[config.mk]
export PLATFORM = sky130hd
export DESIGN_NAME = fifo_burst_reader
export DESIGN_NICKNAME = d
export VERILOG_FILES = /design/src/rtl/fifo_burst_reader_pkg.sv /design/src/rtl/fifo_burst_reader_sat_counter.sv /design/src/rtl/fifo_burst_reader.sv
export SDC_FILE = /design/constraint.sdc
export NUM_CORES = 1
export LEC_CHECK = 0
export ABC_CLOCK_PERIOD_IN_PS = 3000
export CORE_UTILIZATION = 30
export DETAILED_ROUTE_END_ITERATION = 10
export PLACE_DENSITY_LB_ADDON = 0.25
export SETUP_SLACK_MARGIN = 0.1
export SYNTH_ARGS = -nofsm -noshare
export SYNTH_HDL_FRONTEND = slang
export SYNTH_HIERARCHICAL = 1
export SYNTH_SLANG_ARGS = --single-unit
[constraint.sdc]
create_clock -name clk_i -period 3 [get_ports clk_i]
set_clock_uncertainty 0.2 [all_clocks]
set_input_delay 0.45 -clock clk_i [delete_from_list [all_inputs] [get_ports clk_i]]
set_output_delay 0.45 -clock clk_i [all_outputs]
set_load 0.02 [all_outputs]
[src/rtl/fifo_burst_reader_pkg.sv]
// Shared types and helpers for the FIFO burst reader.
// Latency: n/a (types and constant functions only).
// Backpressure: n/a.
package fifo_burst_reader_pkg;

    // The state records what the one-word pend slot is holding.
    typedef enum logic [1:0] {
        S_IDLE  = 2'd0,   // pend empty
        S_HOLD  = 2'd1,   // pend holds a beat that is not the burst end (yet)
        S_FINAL = 2'd2    // pend holds the last beat of the current burst
    } state_e;

    localparam int STAT_W = 16;

    // Bits needed to count from 0 up to and including max_val.
    function automatic int cnt_width(input int max_val);
        return (max_val < 1) ? 1 : $clog2(max_val + 1);
    endfunction

endpackage

[src/rtl/fifo_burst_reader_sat_counter.sv]
// Saturating up-counter with synchronous clear (clear wins over increment).
// Latency: count visible one cycle after inc_i/clr_i.
// Backpressure: none; holds at MAX while inc_i stays high.
// Ports: clk_i, rst_ni (async active-low), clr_i, inc_i, cnt_o[W-1:0].
module sat_counter #(
    parameter int           W   = 4,
    parameter logic [W-1:0] MAX = {W{1'b1}}
) (
    input  logic         clk_i,
    input  logic         rst_ni,
    input  logic         clr_i,
    input  logic         inc_i,
    output logic [W-1:0] cnt_o
);

    logic [W-1:0] cnt_q;
    logic [W-1:0] cnt_d;

    always_comb begin
        cnt_d = cnt_q;
        if (clr_i) begin
            cnt_d = '0;
        end else if (inc_i && (cnt_q != MAX)) begin
            cnt_d = cnt_q + 1'b1;
        end
    end

    always_ff @(posedge clk_i or negedge rst_ni) begin
        if (!rst_ni) begin
            cnt_q <= '0;
        end else begin
            cnt_q <= cnt_d;
        end
    end

    assign cnt_o = cnt_q;

endmodule

[src/rtl/fifo_burst_reader.sv]
// Drains a show-ahead FIFO into a valid/ready stream, marking burst ends with m_last_o.
// Latency: a popped word reaches m_* one cycle after its successor is popped, the burst fills, or the idle timeout hits.
// Backpressure: m_ready_i low with out and pend slots full stops popping; the idle timer keeps counting.
// Ports: clk_i, rst_ni; FIFO side fifo_empty_i, fifo_rd_data_i, fifo_rd_en_o;
//   stream side m_valid_o, m_data_o, m_last_o, m_ready_i.
// Build option: FIFO_BURST_READER_STATS_EN adds bursts_o/flushes_o saturating counters.
module fifo_burst_reader
    import fifo_burst_reader_pkg::*;
#(
    parameter int WIDTH     = 8,
    parameter int BURST_LEN = 4,
    parameter int TIMEOUT   = 8
) (
    input  logic             clk_i,
    input  logic             rst_ni,
    input  logic             fifo_empty_i,
    input  logic [WIDTH-1:0] fifo_rd_data_i,
    output logic             fifo_rd_en_o,
    output logic             m_valid_o,
    output logic [WIDTH-1:0] m_data_o,
    output logic             m_last_o,
    input  logic             m_ready_i
`ifdef FIFO_BURST_READER_STATS_EN
    ,
    output logic [15:0]      bursts_o,
    output logic [15:0]      flushes_o
`endif
);

    localparam int            CW = cnt_width(BURST_LEN);
    localparam int            TW = cnt_width(TIMEOUT);
    localparam logic [CW-1:0] BL = CW'(BURST_LEN);
    localparam logic [TW-1:0] TO = TW'(TIMEOUT);

    state_e           state_q;
    logic [WIDTH-1:0] pend_q;
    logic [CW-1:0]    cnt_q;
    logic [CW-1:0]    cnt_inc;
    logic [TW-1:0]    timer;

    logic out_free;
    logic pop;
    logic move;       // pend -> out this cycle
    logic move_last;  // the moved beat closes the burst
    logic flush;      // timeout-terminated burst end

    assign out_free = !m_valid_o || m_ready_i;
    assign cnt_inc  = cnt_q + 1'b1;

    always_comb begin
        pop   = 1'b0;
        move  = 1'b0;
        flush = 1'b0;
        case (state_q)
            S_IDLE: begin
                pop = !fifo_empty_i;
            end
            S_HOLD: begin
                // A fresh word always beats the timeout: the held beat is then not last.
                pop   = out_free && !fifo_empty_i;
                flush = out_free && fifo_empty_i && (timer == TO);
                move  = pop || flush;
            end
            S_FINAL: begin
                pop  = out_free && !fifo_empty_i;
                move = out_free;
            end
            default: ;
        endcase
    end

    assign move_last    = (state_q == S_FINAL) || flush;
    assign fifo_rd_en_o = pop;

    always_ff @(posedge clk_i or negedge rst_ni) begin
        if (!rst_ni) begin
            state_q   <= S_IDLE;
            pend_q    <= '0;
            cnt_q     <= '0;
            m_valid_o <= 1'b0;
            m_data_o  <= '0;
            m_last_o  <= 1'b0;
        end else begin
            // Out slot only changes when empty or being accepted, so a stalled beat stays put.
            if (out_free) begin
                m_valid_o <= move;
                if (move) begin
                    m_data_o <= pend_q;
                    m_last_o <= move_last;
                end
            end

            if (pop) begin
                pend_q <= fifo_rd_data_i;
            end

            case (state_q)
                S_IDLE, S_HOLD: begin
                    if (pop) begin
                        cnt_q   <= cnt_inc;
                        state_q <= (cnt_inc == BL) ? S_FINAL : S_HOLD;
                    end else if (flush) begin
                        cnt_q   <= '0;
                        state_q <= S_IDLE;
                    end
                end
                S_FINAL: begin
                    if (move) begin
                        if (pop) begin
                            // Same-cycle pop opens the next burst.
                            cnt_q   <= CW'(1);
                            state_q <= (BL == CW'(1)) ? S_FINAL : S_HOLD;
                        end else begin
                            cnt_q   <= '0;
                            state_q <= S_IDLE;
                        end
                    end
                end
                default: state_q <= S_IDLE;
            endcase
        end
    end

    // Idle timer only runs while a non-final beat waits for a successor.
    sat_counter #(
        .W   (TW),
        .MAX (TO)
    ) u_timer (
        .clk_i  (clk_i),
        .rst_ni (rst_ni),
        .clr_i  (pop || (state_q != S_HOLD)),
        .inc_i  ((state_q == S_HOLD) && fifo_empty_i),
        .cnt_o  (timer)
    );

`ifdef FIFO_BURST_READER_STATS_EN
    sat_counter #(
        .W   (STAT_W),
        .MAX (16'hFFFF)
    ) u_bursts (
        .clk_i  (clk_i),
        .rst_ni (rst_ni),
        .clr_i  (1'b0),
        .inc_i  (m_valid_o && m_ready_i && m_last_o),
        .cnt_o  (bursts_o)
    );

    sat_counter #(
        .W   (STAT_W),
        .MAX (16'hFFFF)
    ) u_flushes (
        .clk_i  (clk_i),
        .rst_ni (rst_ni),
        .clr_i  (1'b0),
        .inc_i  (flush),
        .cnt_o  (flushes_o)
    );
`endif

endmodule

# Yosys cells after proc, flatten, opt, wreduce, memory -nomap -nowiden
# Index checks and enable logic that the tools add are counted.
# op_classes
addsub	2
n_mul	0
div	0
magnitude_cmp	0
n_eq_ne	8
n_shift	0
mux	16
n_bitwise	0
reduce_logical	19
# ops
cell	count
3-bit 2-to-1 mux	3
2-bit 2-to-1 mux	4
4-bit 2-to-1 mux	2
3-bit case mux with 2 select lines	1
1-bit logical AND	5
4-bit by 1-bit adder with 4-bit output, second input constant	1
4-bit equality test, second input constant	1
1-bit logical OR	4
4-bit != test, second input constant	1
1-bit case mux with 2 select lines	2
2-bit case mux with 2 select lines	1
2-bit AND reduction	2
2-bit nonzero test	2
2-bit OR reduction	2
3-bit by 1-bit adder with 3-bit output, second input constant	1
3-bit equality test, second input constant	1
1-bit 2-to-1 mux	3
3-bit != test, second input constant	1
3-bit AND reduction	1
2-bit by 1-bit equality test with 1-bit output, second input constant	1
2-bit equality test, second input constant	1
1-bit zero test	2
2-bit zero test	1
2-bit by 1-bit != test with 1-bit output, second input constant	1
2-bit != test, second input constant	1
# totals
reg_bits	27
latchBits	0
ramBits	0
mem_bits_ro	0
input_bits	12
output_inout_bits	11
elab_cells	52
mem_count	0

# Longest topological paths before layout
# Gate-level depths: netlist of run 1.
# logic_depth
ltp_word	8
ltp_mapped	9
ltp_nobuf	7

# Modules after synthesis
# Netlist of run 1, hierarchy kept.
# modules_own_cells
mod	instances	cells_each	area_per_inst_um2	seq_area_each_um2
fifo_burst_reader	1	114	1152.4	575.6
sat_counter	1	23	229.0	100.1

# Worst setup path after synthesis of run 1
# OpenSTA, ideal clock, no wires.
# synth_path
path_kind	register to output
from	register state_q[0]
to	output port fifo_rd_en_o
t_arrival_ns	1.603
required_time_ns	2.350
setup_slack_ns	0.747
stages_incl_launch_ff	7
n_path_buf	2
cell_sequence	dfrtp_1 -> ha_1 -> or2_1 -> or3_1 -> clkbuf_2 -> inv_1 -> buf_2
# synth_via
elab_chain_len	3
elab_cells_between_ends	5
classes_between	2 x eq/ne; 1 x mux; 2 x reduce/logical
# synth_rtl
item	line	text
start: declaration	fifo_burst_reader.sv:35	state_e state_q;
start signal: assignment	fifo_burst_reader.sv:101	state_q <= (cnt_inc == BL) ? S_FINAL : S_HOLD;
start signal: assignment	fifo_burst_reader.sv:112	state_q <= (BL == CW'(1)) ? S_FINAL : S_HOLD;
2-bit equality test / 2-bit by 1-bit equality test with 1-bit output (equally long branches)	fifo_burst_reader.sv:54	case (state_q)
2-bit OR reduction (no line)	n/a	
1-bit case mux with 2 select lines (*)	fifo_burst_reader.sv:54	
end: declaration	fifo_burst_reader.sv:18	output logic fifo_rd_en_o,
# Every way passes the cells marked *; elsewhere a longest branch is shown, timed or not.

# Worst setup path in the final report of run 1
# layout_path
from	input port fifo_empty_i
to	output port fifo_rd_en_o
# layout_via
elab_chain_len	3
# layout_rtl
item	line	text
start: declaration	fifo_burst_reader.sv:16	input logic fifo_empty_i,
1-bit zero test (*)	fifo_burst_reader.sv:56, fifo_burst_reader.sv:60, fifo_burst_reader.sv:65	
1-bit logical AND	fifo_burst_reader.sv:60, fifo_burst_reader.sv:65	
1-bit case mux with 2 select lines (*)	fifo_burst_reader.sv:54	
# Marks and branches as above.

==> metrics.md, run 1 <==
| Metric | Value |
|---|---|
| Pwr Density | `874 nW/um^2` |
| Setup TNS | `0 ps` |
| Tcrit/Tclk final | `0.893` |
| Crit path time final | `2680 ps` |
| Die H | `69.9 um` |
| Clock latency at the later pin of the worst-skew pair | `270 ps` |
| Vias/cell | `4.97` |
| Number of remaining DRC errors | `0` |
| Final Non-Filler Cells | `214` |
| Proportion of netlist area held by the largest area contributor | `0.489` |
| LEAKAGE | `0.800 nW` |
| Max Fclk | `373 MHz` |
| Antenna cells | `0` |
| Vias in the first global route | `1,108` |
| Share of cells above drive strength 1 | `0.111` |
| RSZ-0062 raised after global routing | `false` |
| H-tree depth | `1` |
| Post-Syn Area per Cell | `10.1 um^2` |
| Synth area leader | `dfrtp_1` |
| Initial antenna violation count | `0` |
| Die W | `69.9 um` |
| TritonCTS clock tree | `built` |
| Setup CP Type | `primary input to output port` |
| Post-CTS setup buffer count | `0` |
| WP data required | `2350 ps` |
| Count leader, synth | `nand2_1` |
| Core ar. | `4380 um^2` |
| Via count | `1,064` |
| Post-CTS sizing | `1` |
| Fillers | `434` |
| Remaining antenna violation count | `0` |
| Sequential-to-total area share from yosys stat | `0.489` |
| Total Power | `1.50 mW` |
| Initial core utilization | `0.315` |
| HP Class | `flip-flop to flip-flop` |
| Synth Instances | `137` |
| Num Clock Sinks | `27` |
| Setup violators final | `0` |
| DRT Pass-1 Iters | `4` |
| Slew headroom | `0.688` |
| Final GP Congestion | `0.833` |
| Detail Placement HPWL | `1950 um` |
| I/O pin count | `23` |
| Syn-to-layout area delta | `24.1%` |
| Worst-margin pin slew | `468 ps` |
| Gr ovfl total | `0` |
| First-pass GRT wire length | `5000 um` |
| #FFs+latches synth | `27` |
| Status | `completed` |
| Largest net degree at the start of global routing | `28` |
| Max Buffers Root-to-Sink | `2` |
| Synth cell count leaders | `nand2_1 (31), dfrtp_1 (27), inv_1 (9)` |
| Final Max Slew Viols | `0` |
| Crit end category | `output port` |
| Hold_buf cts | `0` |
| CTS clk-pin slew, worst paths | `90 ps` |
| Synth Flop Type | `dfrtp_1` |
| Final WL | `2790 um` |
| Mapped Nets | `157` |
| Worst vdd ir | `0.496 mV` |
| Post-synth EDFFs | `0` |
| # rows | `24` |
| Overall Global Routing Usage | `0.126` |
| Startpoint Class | `primary input` |
| Cells after DPL | `210` |
| Max cap viols | `0` |
| Worst R2R Setup Slack | `660 ps` |
| Critical path data arrival time | `2030 ps` |
| Area of the mapped netlist | `1380 um^2` |
| Distinct cells, synth | `39` |
| Top cells by area, synth | `dfrtp_1 (49%), nand2_1 (8.4%), ha_1 (7.2%)` |
| Routed len/inst | `13.0 um` |
| PortBufs | `22` |
| Final net count | `183` |
| Die Area | `4880 um^2` |
| CTS buffer count | `3` |
| Hold WS | `281 ps` |
| Worst-path maximum fanout | `3` |
| Ys Warns | `6` |
| Hold violation total from the final report | `0` |
| Clock root buffer | `clkbuf_8` |
| Initial drt markers | `79` |
| Async S/R FF share, synth | `1.00` |
-- cell families after synthesis --
group / share of synthesized area
compound gates: 0.0951
simple gates: 0.195
mux: 0.0978
fa+ha+maj: 0.0725
buf+inv: 0.0380
xor+xnor: 0.0127
flops: 0.489
-- path summary, 6_finish.rpt --
kind,from,depth (start not counted),endpoint
worst min-delay path,pend_q[7],2,pend_q[7]
worst max-delay path,fifo_empty_i,5,fifo_rd_en_o
worst min register to register,pend_q[7],2,pend_q[7]
max in group asynchronous,rst_ni,2,m_data_o[2]
min in group asynchronous,rst_ni,2,cnt_q[0]
worst max register to register,state_q[0],7,cnt_q[0]
-- worst max-delay path, cell delays in order --
cell	delay [ps]
clkdlybuf4s50_1	450
or2_1	280
or3_1	430
inv_1	100
dlygate4sd2_1	330
-- sequential cells by signal, summed over array words and instances, names as in the netlist --
signal         cells
state_q            2
pend_q             8
m_last_o           1
u_timer/cnt_o      4
m_valid_o          1
cnt_q              3
m_data_o           8
-- layer usage --
layer,vias up,track usage,share of wire
met5,-,0,0
met4,0,0.0333,0.012
met3,4,0.0173,0.039
met2,28,0.209,0.45
met1,514,0.173,0.49
li1,518,-,-
-- through the flow --
| step | worst slack (ps) | area, um^2 | util |
|---|---|---|---|
| final | 322 | 1710 | 0.391 |
| after global routing | 238 | 1710 | 0.391 |
| after CTS | 326 | 1710 | 0.391 |
| after detailed placement | 68.5 | 1670 | 0.381 |
| after global placement | 60.3 | 1670 | 0.381 |
| after floorplan | 747 | 1380 | - |
-- placed cells by master (no fill, tap or decap), drive strengths merged, types with 2 or more instances in the layout --
cell type      Yosys  layout
a21oi              3       3
a31oi              2       2
buf                2       3
clkbuf             2       4
clkdlybuf4s50      0      21
dfrtp             27      27
ha                 8       8
inv                9       9
mux2               9       9
mux2i              3       3
nand2             31      31
nand2b             3       3
nand3              2       2
nand4              3       3
nor2               5       5
nor3               2       2
o21ai              4       4
or2                2       2
xor2               2       2
-- final cells by class --
class	count	area, um^2	area share
inverters	9	33.8	0.0197
repair buffers	25	241	0.141
well taps	52	65.1	0.0380
clock buffers	4	45.0	0.0263
flip-flops and latches	27	676	0.394
multi-input cells	97	653	0.381
-- where the power goes --
group | switching (mW) | internal [mW] | leakage (nW)
Clock | 0.112 | 0.0951 | 0.0228
Sequential | 0.0894 | 0.501 | 0.346
Combinational | 0.369 | 0.332 | 0.432
Total | 0.571 | 0.928 | 0.800
Power figures use the tool's default switching activity.
==> run 2: changes to the inputs <==
--- a/config.mk
+++ b/config.mk
@@ -6,9 +6,9 @@
 export NUM_CORES = 1
 export LEC_CHECK = 0
 export ABC_CLOCK_PERIOD_IN_PS = 3000
-export CORE_UTILIZATION = 30
+export CORE_UTILIZATION = 52
 export DETAILED_ROUTE_END_ITERATION = 10
-export PLACE_DENSITY_LB_ADDON = 0.25
+export PLACE_DENSITY = 0.78
 export SETUP_SLACK_MARGIN = 0.1
 export SYNTH_ARGS = -nofsm -noshare
 export SYNTH_HDL_FRONTEND = slang
==> run 2 against run 1 <==
  * Flip-flop and latch count stayed put
  * First-iteration DRC count is 68% lower
  * Combinational power hardly changed
  * Largest power group unchanged
  * Fmax is 0.51% lower
==> metrics.md, run 2 (synthesis results as in run 1) <==
| Metric | Value |
|---|---|
| Pwr Density | `866 nW/um^2 (was 874 nW/um^2)` |
| Max Buffers Root-to-Sink | `2 (unchanged)` |
| Remaining antenna violation count | `0 (unchanged)` |
| Setup CP Type | `flip-flop to output port (was primary input to output port)` |
| Final WL | `2650 um (was 2790 um)` |
| DRT Pass-1 Iters | `4 (unchanged)` |
| Cells after DPL | `188 (was 210)` |
| Clock root buffer | `clkbuf_4 (was clkbuf_8)` |
| Max cap viols | `0 (unchanged)` |
| Startpoint Class | `flip-flop (was primary input)` |
| Routed len/inst | `13.8 um (was 13.0 um)` |
| Worst-margin pin slew | `436 ps (was 468 ps)` |
| Via count | `1,068 (was 1,064)` |
| Worst vdd ir | `0.600 mV (was 0.496 mV)` |
| TritonCTS clock tree | `built (unchanged)` |
| Num Clock Sinks | `27 (unchanged)` |
| HP Class | `primary input to asynchronous set/reset pin (was flip-flop to flip-flop)` |
| Fillers | `200 (was 434)` |
| Share of cells above drive strength 1 | `0.117 (was 0.111)` |
| H-tree depth | `1 (unchanged)` |
| WP data required | `2350 ps (about the same)` |
| Final net count | `183 (unchanged)` |
| LEAKAGE | `0.791 nW (was 0.800 nW)` |
| Crit end category | `output port (unchanged)` |
| Status | `completed (unchanged)` |
| Detail Placement HPWL | `2010 um (was 1950 um)` |
| Worst R2R Setup Slack | `660 ps (about the same)` |
| First-pass GRT wire length | `4360 um (was 5000 um)` |
| Placed Instance Area | `1640 um^2 (was 1670 um^2)` |
| Die W | `53.5 um (was 69.9 um)` |
| Final Non-Filler Cells | `192 (was 214)` |
| Vias in the first global route | `1,073 (was 1,108)` |
| Post-CTS setup buffer count | `0 (unchanged)` |
| Number of remaining DRC errors | `0 (unchanged)` |
| Syn-to-layout area delta | `21.0% (was 24.1%)` |
| Critical path data arrival time | `2040 ps (was 2030 ps)` |
| Most frequent cells in the layout | `nand2_1 (31), dfrtp_1 (27), clkdlybuf4s50_1 (21) (unchanged)` |
| Post-CTS sizing | `1 (unchanged)` |
| Largest net degree at the start of global routing | `28 (unchanged)` |
| Hold_buf cts | `0 (unchanged)` |
| Die Area | `2870 um^2 (was 4880 um^2)` |
| Cell area after layout | `1670 um^2 (was 1710 um^2)` |
| Crit path time final | `2690 ps (was 2680 ps)` |
| Core ar. | `2500 um^2 (was 4380 um^2)` |
| Worst-path maximum fanout | `4 (was 3)` |
| Gr ovfl total | `0 (unchanged)` |
| RSZ-0062 raised after global routing | `false (unchanged)` |
| Max Fclk | `371 MHz (was 373 MHz)` |
| Vias/cell | `5.56 (was 4.97)` |
| Antenna cells | `0 (unchanged)` |
| PortBufs | `22 (unchanged)` |
| CTS buffer count | `3 (unchanged)` |
| # rows | `18 (was 24)` |
| Setup violators final | `0 (unchanged)` |
| Final GP Congestion | `0.875 (was 0.833)` |
| Hold violation total from the final report | `0 (unchanged)` |
| Die H | `53.5 um (was 69.9 um)` |
| Hold WS | `277 ps (was 281 ps)` |
| Tcrit/Tclk final | `0.897 (was 0.893)` |
| Most common cell after layout, fill and taps aside | `nand2_1 (unchanged)` |
| Initial core utilization | `0.553 (was 0.315)` |
| Slew headroom | `0.709 (was 0.688)` |
| Initial drt markers | `25 (was 79)` |
| Setup TNS | `0 ps (unchanged)` |
| Initial antenna violation count | `0 (unchanged)` |
| Path depth of the worst reg2reg path | `6 (was 7)` |
| Overall Global Routing Usage | `0.213 (was 0.126)` |
| I/O pin count | `23 (unchanged)` |
| Final Max Slew Viols | `0 (unchanged)` |
| CTS clk-pin slew, worst paths | `150 ps (was 90 ps)` |
| Clock latency at the later pin of the worst-skew pair | `320 ps (was 270 ps)` |
## run 2: area by class of cell
type | instances | area (um^2) | share of cell area
flip-flops and latches | 27 | 676 | 0.404
multi-input cells | 97 | 653 | 0.391
repair buffers | 25 | 241 | 0.144
well taps | 30 | 37.5 | 0.0225
inverters | 9 | 33.8 | 0.0202
clock buffers | 3 | 22.5 | 0.0135
clock inverters | 1 | 7.51 | 0.00449
## run 2: worst paths after layout
kind / start / endpoint
max in group asynchronous: rst_ni / state_q[0]
setup reg to reg: state_q[0] / cnt_q[0]
min in group clk_i: pend_q[2] / pend_q[2]
hold reg to reg: pend_q[2] / pend_q[2]
setup / recovery: state_q[0] / fifo_rd_en_o
hold / removal: rst_ni / pend_q[6]
## run 2: layer usage
layer | share of wire | global-route usage
met5 | 0 | 0
met4 | 0.018 | 0.110
met3 | 0.038 | 0.0311
met2 | 0.52 | 0.396
met1 | 0.42 | 0.233
## run 2: critical path, cell delays in order (launching register included)
cell and delay, ps:
dfrtp_1 440, ha_1 200, or2_1 240, or3_1 430, inv_1 90, dlygate4sd2_1 330
## run 2: report_power, final
group / internal (mW) / leakage [nW] / switching (mW)
combinational: 0.332 / 0.432 / 0.368
sequential: 0.500 / 0.346 / 0.0884
clock: 0.0510 / 0.0139 / 0.109
## run 2: per-stage QoR
stage | power, mW | util | worst slack (ps)
2_1_floorplan | 1.05 | - | 747
3_3_place_gp | 1.27 | 0.657 | 106
3_5_place_dp | 1.30 | 0.657 | 84.5
4_1_cts | 1.46 | 0.669 | 296
5_1_grt | 1.56 | 0.669 | 178
6_report | 1.45 | 0.669 | 308
==> run 3: changes to the inputs <==
--- a/config.mk
+++ b/config.mk
@@ -10,6 +10,7 @@
 export DETAILED_ROUTE_END_ITERATION = 10
 export PLACE_DENSITY = 0.78
 export SETUP_SLACK_MARGIN = 0.1
+export SLEW_MARGIN = 20
 export SYNTH_ARGS = -nofsm -noshare
 export SYNTH_HDL_FRONTEND = slang
 export SYNTH_HIERARCHICAL = 1
==> constraint.sdc (replaced) <==
create_clock -name clk_i -period 3 [get_ports clk_i]
set_clock_uncertainty 0.2 [all_clocks]
set_input_delay 0.3 -clock clk_i [delete_from_list [all_inputs] [get_ports clk_i]]
set_output_delay 0.3 -clock clk_i [all_outputs]
set_load 0.02 [all_outputs]
==> run 3 against run 2 <==
  * Clock power rose by 3%
  * Final area rose by 0.22%
  * Clock-buffer cell count did not move
  * Die area did not move
  * Hold slack got worse by 170 ps
  * Combinational power rose by 1%
  * Total power rose by 0.87%
  * Critical path type unchanged
  * Critical endpoint unchanged
  * Largest cell class unchanged
  * Largest power group unchanged
==> metrics.md, run 3 (synthesis results as in run 1) <==
| Metric | Value |
|---|---|
| I/O pin count | `23 (unchanged)` |
| Final net count | `183 (unchanged)` |
| Hold WS | `106 ps (was 277 ps)` |
| Final Max Slew Viols | `0 (unchanged)` |
| Max cap viols | `0 (unchanged)` |
| Slew headroom | `0.699 (was 0.709)` |
| Setup Slack @ Placement | `389 ps (was 84.5 ps)` |
| Sequential Area | `676 um^2 (unchanged)` |
| Setup CP Type | `flip-flop to output port (unchanged)` |
| Syn-to-layout area delta | `21.3% (was 21.0%)` |
| HP Class | `primary input to asynchronous set/reset pin (unchanged)` |
| Worst setup startpoint | `state_q[1] (was state_q[0])` |
| CP Depth | `6 (was 5)` |
| Vias in the first global route | `1,021 (was 1,073)` |
| Most common cell after layout, fill and taps aside | `nand2_1 (unchanged)` |
| Worst-margin pin slew | `451 ps (was 436 ps)` |
| Crit path max-delay family | `simple AND/OR/NAND/NOR gates (unchanged)` |
| Post-CTS sizing | `0 (was 1)` |
| Setup TNS | `0 ps (unchanged)` |
| Final WL | `2750 um (was 2650 um)` |
| Die Area | `2870 um^2 (unchanged)` |
| Reg2reg end | `cnt_q[0] (unchanged)` |
| CTS clk-pin slew, worst paths | `160 ps (was 150 ps)` |
| Initial core utilization | `0.553 (unchanged)` |
| Largest net degree at the start of global routing | `28 (unchanged)` |
| Initial antenna violation count | `0 (unchanged)` |
| Slowest CP cell | `dfrtp_1 (unchanged)` |
| Pwr Density | `872 nW/um^2 (was 866 nW/um^2)` |
| Final Non-Filler Cells | `192 (unchanged)` |
| Vias/cell | `5.65 (was 5.56)` |
| Worst setup margin | `562 ps (was 308 ps)` |
| Max Fclk | `410 MHz (was 371 MHz)` |
| Most Frequent Cell on Critical Path | `inv_1` |
| R2r startpoint | `state_q[1] (was state_q[0])` |
| First-pass GRT wire length | `4380 um (was 4360 um)` |
| Startpoint Class | `flip-flop (unchanged)` |
| Clock latency at the later pin of the worst-skew pair | `330 ps (was 320 ps)` |
| CP cell instances | `inv_1 > ha_1 > nor2_1 > or3_1 > inv_1 > dlymetal6s2s_1 (was ha_1 > or2_1 > or3_1 > inv_1 > dlygate4sd2_1)` |
| Worst R2R Setup Slack | `670 ps (was 660 ps)` |
| # rows | `18 (unchanged)` |
| Crit end category | `output port (unchanged)` |
| Die W | `53.5 um (unchanged)` |
| WP data required | `2500 ps (was 2350 ps)` |
| Overall Global Routing Usage | `0.217 (was 0.213)` |
| Gr ovfl total | `0 (unchanged)` |
| Via count | `1,084 (was 1,068)` |
| Most frequent cells in the layout | `nand2_1 (31), dfrtp_1 (27), clkdlybuf4s50_1 (21) (unchanged)` |
| DRT Pass-1 Iters | `4 (unchanged)` |
| LEAKAGE | `0.801 nW (was 0.791 nW)` |
| Max Buffers Root-to-Sink | `2 (unchanged)` |
| Tcrit/Tclk final | `0.813 (was 0.897)` |
| Worst-path maximum fanout | `4 (unchanged)` |
| Final GP Congestion | `0.930 (was 0.875)` |
| Remaining antenna violation count | `0 (unchanged)` |
| Hold_buf cts | `0 (unchanged)` |
| CP max stage delay | `420 ps (was 440 ps)` |
| Share of cells above drive strength 1 | `0.117 (unchanged)` |
| Initial drt markers | `6 (was 25)` |
| Routed len/inst | `14.3 um (was 13.8 um)` |
| Path depth of the worst reg2reg path | `7 (was 6)` |
| Setup violators final | `0 (unchanged)` |
| Detail Placement HPWL | `2080 um (was 2010 um)` |
| Worst vdd ir | `0.550 mV (was 0.600 mV)` |
| Post-CTS setup buffer count | `0 (unchanged)` |
| Number of remaining DRC errors | `0 (unchanged)` |
| Crit path time final | `2440 ps (was 2690 ps)` |
| Critical path data arrival time | `1940 ps (was 2040 ps)` |
| CTS buffer count | `3 (unchanged)` |
| H-tree depth | `1 (unchanged)` |
| Die H | `53.5 um (unchanged)` |
| Critical Path End | `fifo_rd_en_o (unchanged)` |
| PortBufs | `22 (unchanged)` |
| Num Clock Sinks | `27 (unchanged)` |
| Worst Path Buf+Inv | `3 (was 2)` |
| Status | `completed (unchanged)` |
| Antenna cells | `0 (unchanged)` |
| RSZ-0062 raised after global routing | `false (unchanged)` |
| Total Power | `1.46 mW (was 1.45 mW)` |
| Clock root buffer | `clkbuf_4 (unchanged)` |
| Hold violation total from the final report | `0 (unchanged)` |
| Cells after DPL | `188 (unchanged)` |
| Core ar. | `2500 um^2 (unchanged)` |
| TritonCTS clock tree | `built (unchanged)` |
| Fillers | `210 (was 200)` |
| Multi-input gate area | `653 um^2 (unchanged)` |
==> run 3: report_power, final <==
part           total [mW]  leakage (nW)  internal (mW)  switching, mW
registers           0.589         0.346          0.500         0.0890
logic               0.707         0.441          0.336          0.371
clock network       0.165        0.0139         0.0511          0.114
==> run 3: final cells by class <==
class,count,share of cell area
clock inverter,1,0.00448
tap,30,0.0224
multi-input combinational,97,0.390
clock buffer,3,0.0134
timing repair buffer,25,0.146
inverter,9,0.0202
sequential,27,0.403
==> run 3: worst min path at each step <==
stage                        endpoint  slack, ps  cells after the start  startpoint
after floorplan              cnt_q[0]       -200                      0      rst_ni
after global placement      pend_q[6]        260                      2   pend_q[6]
after CTS                 m_data_o[6]        120                      2      rst_ni
after global routing        pend_q[6]        130                      2      rst_ni
final                     m_data_o[6]        110                      2      rst_ni
after detailed placement    pend_q[2]        260                      2   pend_q[2]
==> run 3: per-stage QoR <==
step / area [um^2] / utilization
after floorplan: 1380 / -
after global placement: 1640 / 0.657
after detailed placement: 1640 / 0.657
after CTS: 1670 / 0.669
after global routing: 1680 / 0.670
final: 1680 / 0.670
==> run 3: metal layers <==
| layer | part of all wire | up-vias | track usage |
|---|---|---|---|
| met5 | 0 | - | 0 |
| li1 | - | 514 | - |
| met1 | 0.41 | 534 | 0.249 |
| met3 | 0.040 | 7 | 0.0311 |
| met2 | 0.53 | 29 | 0.392 |
| met4 | 0.018 | 0 | 0.105 |
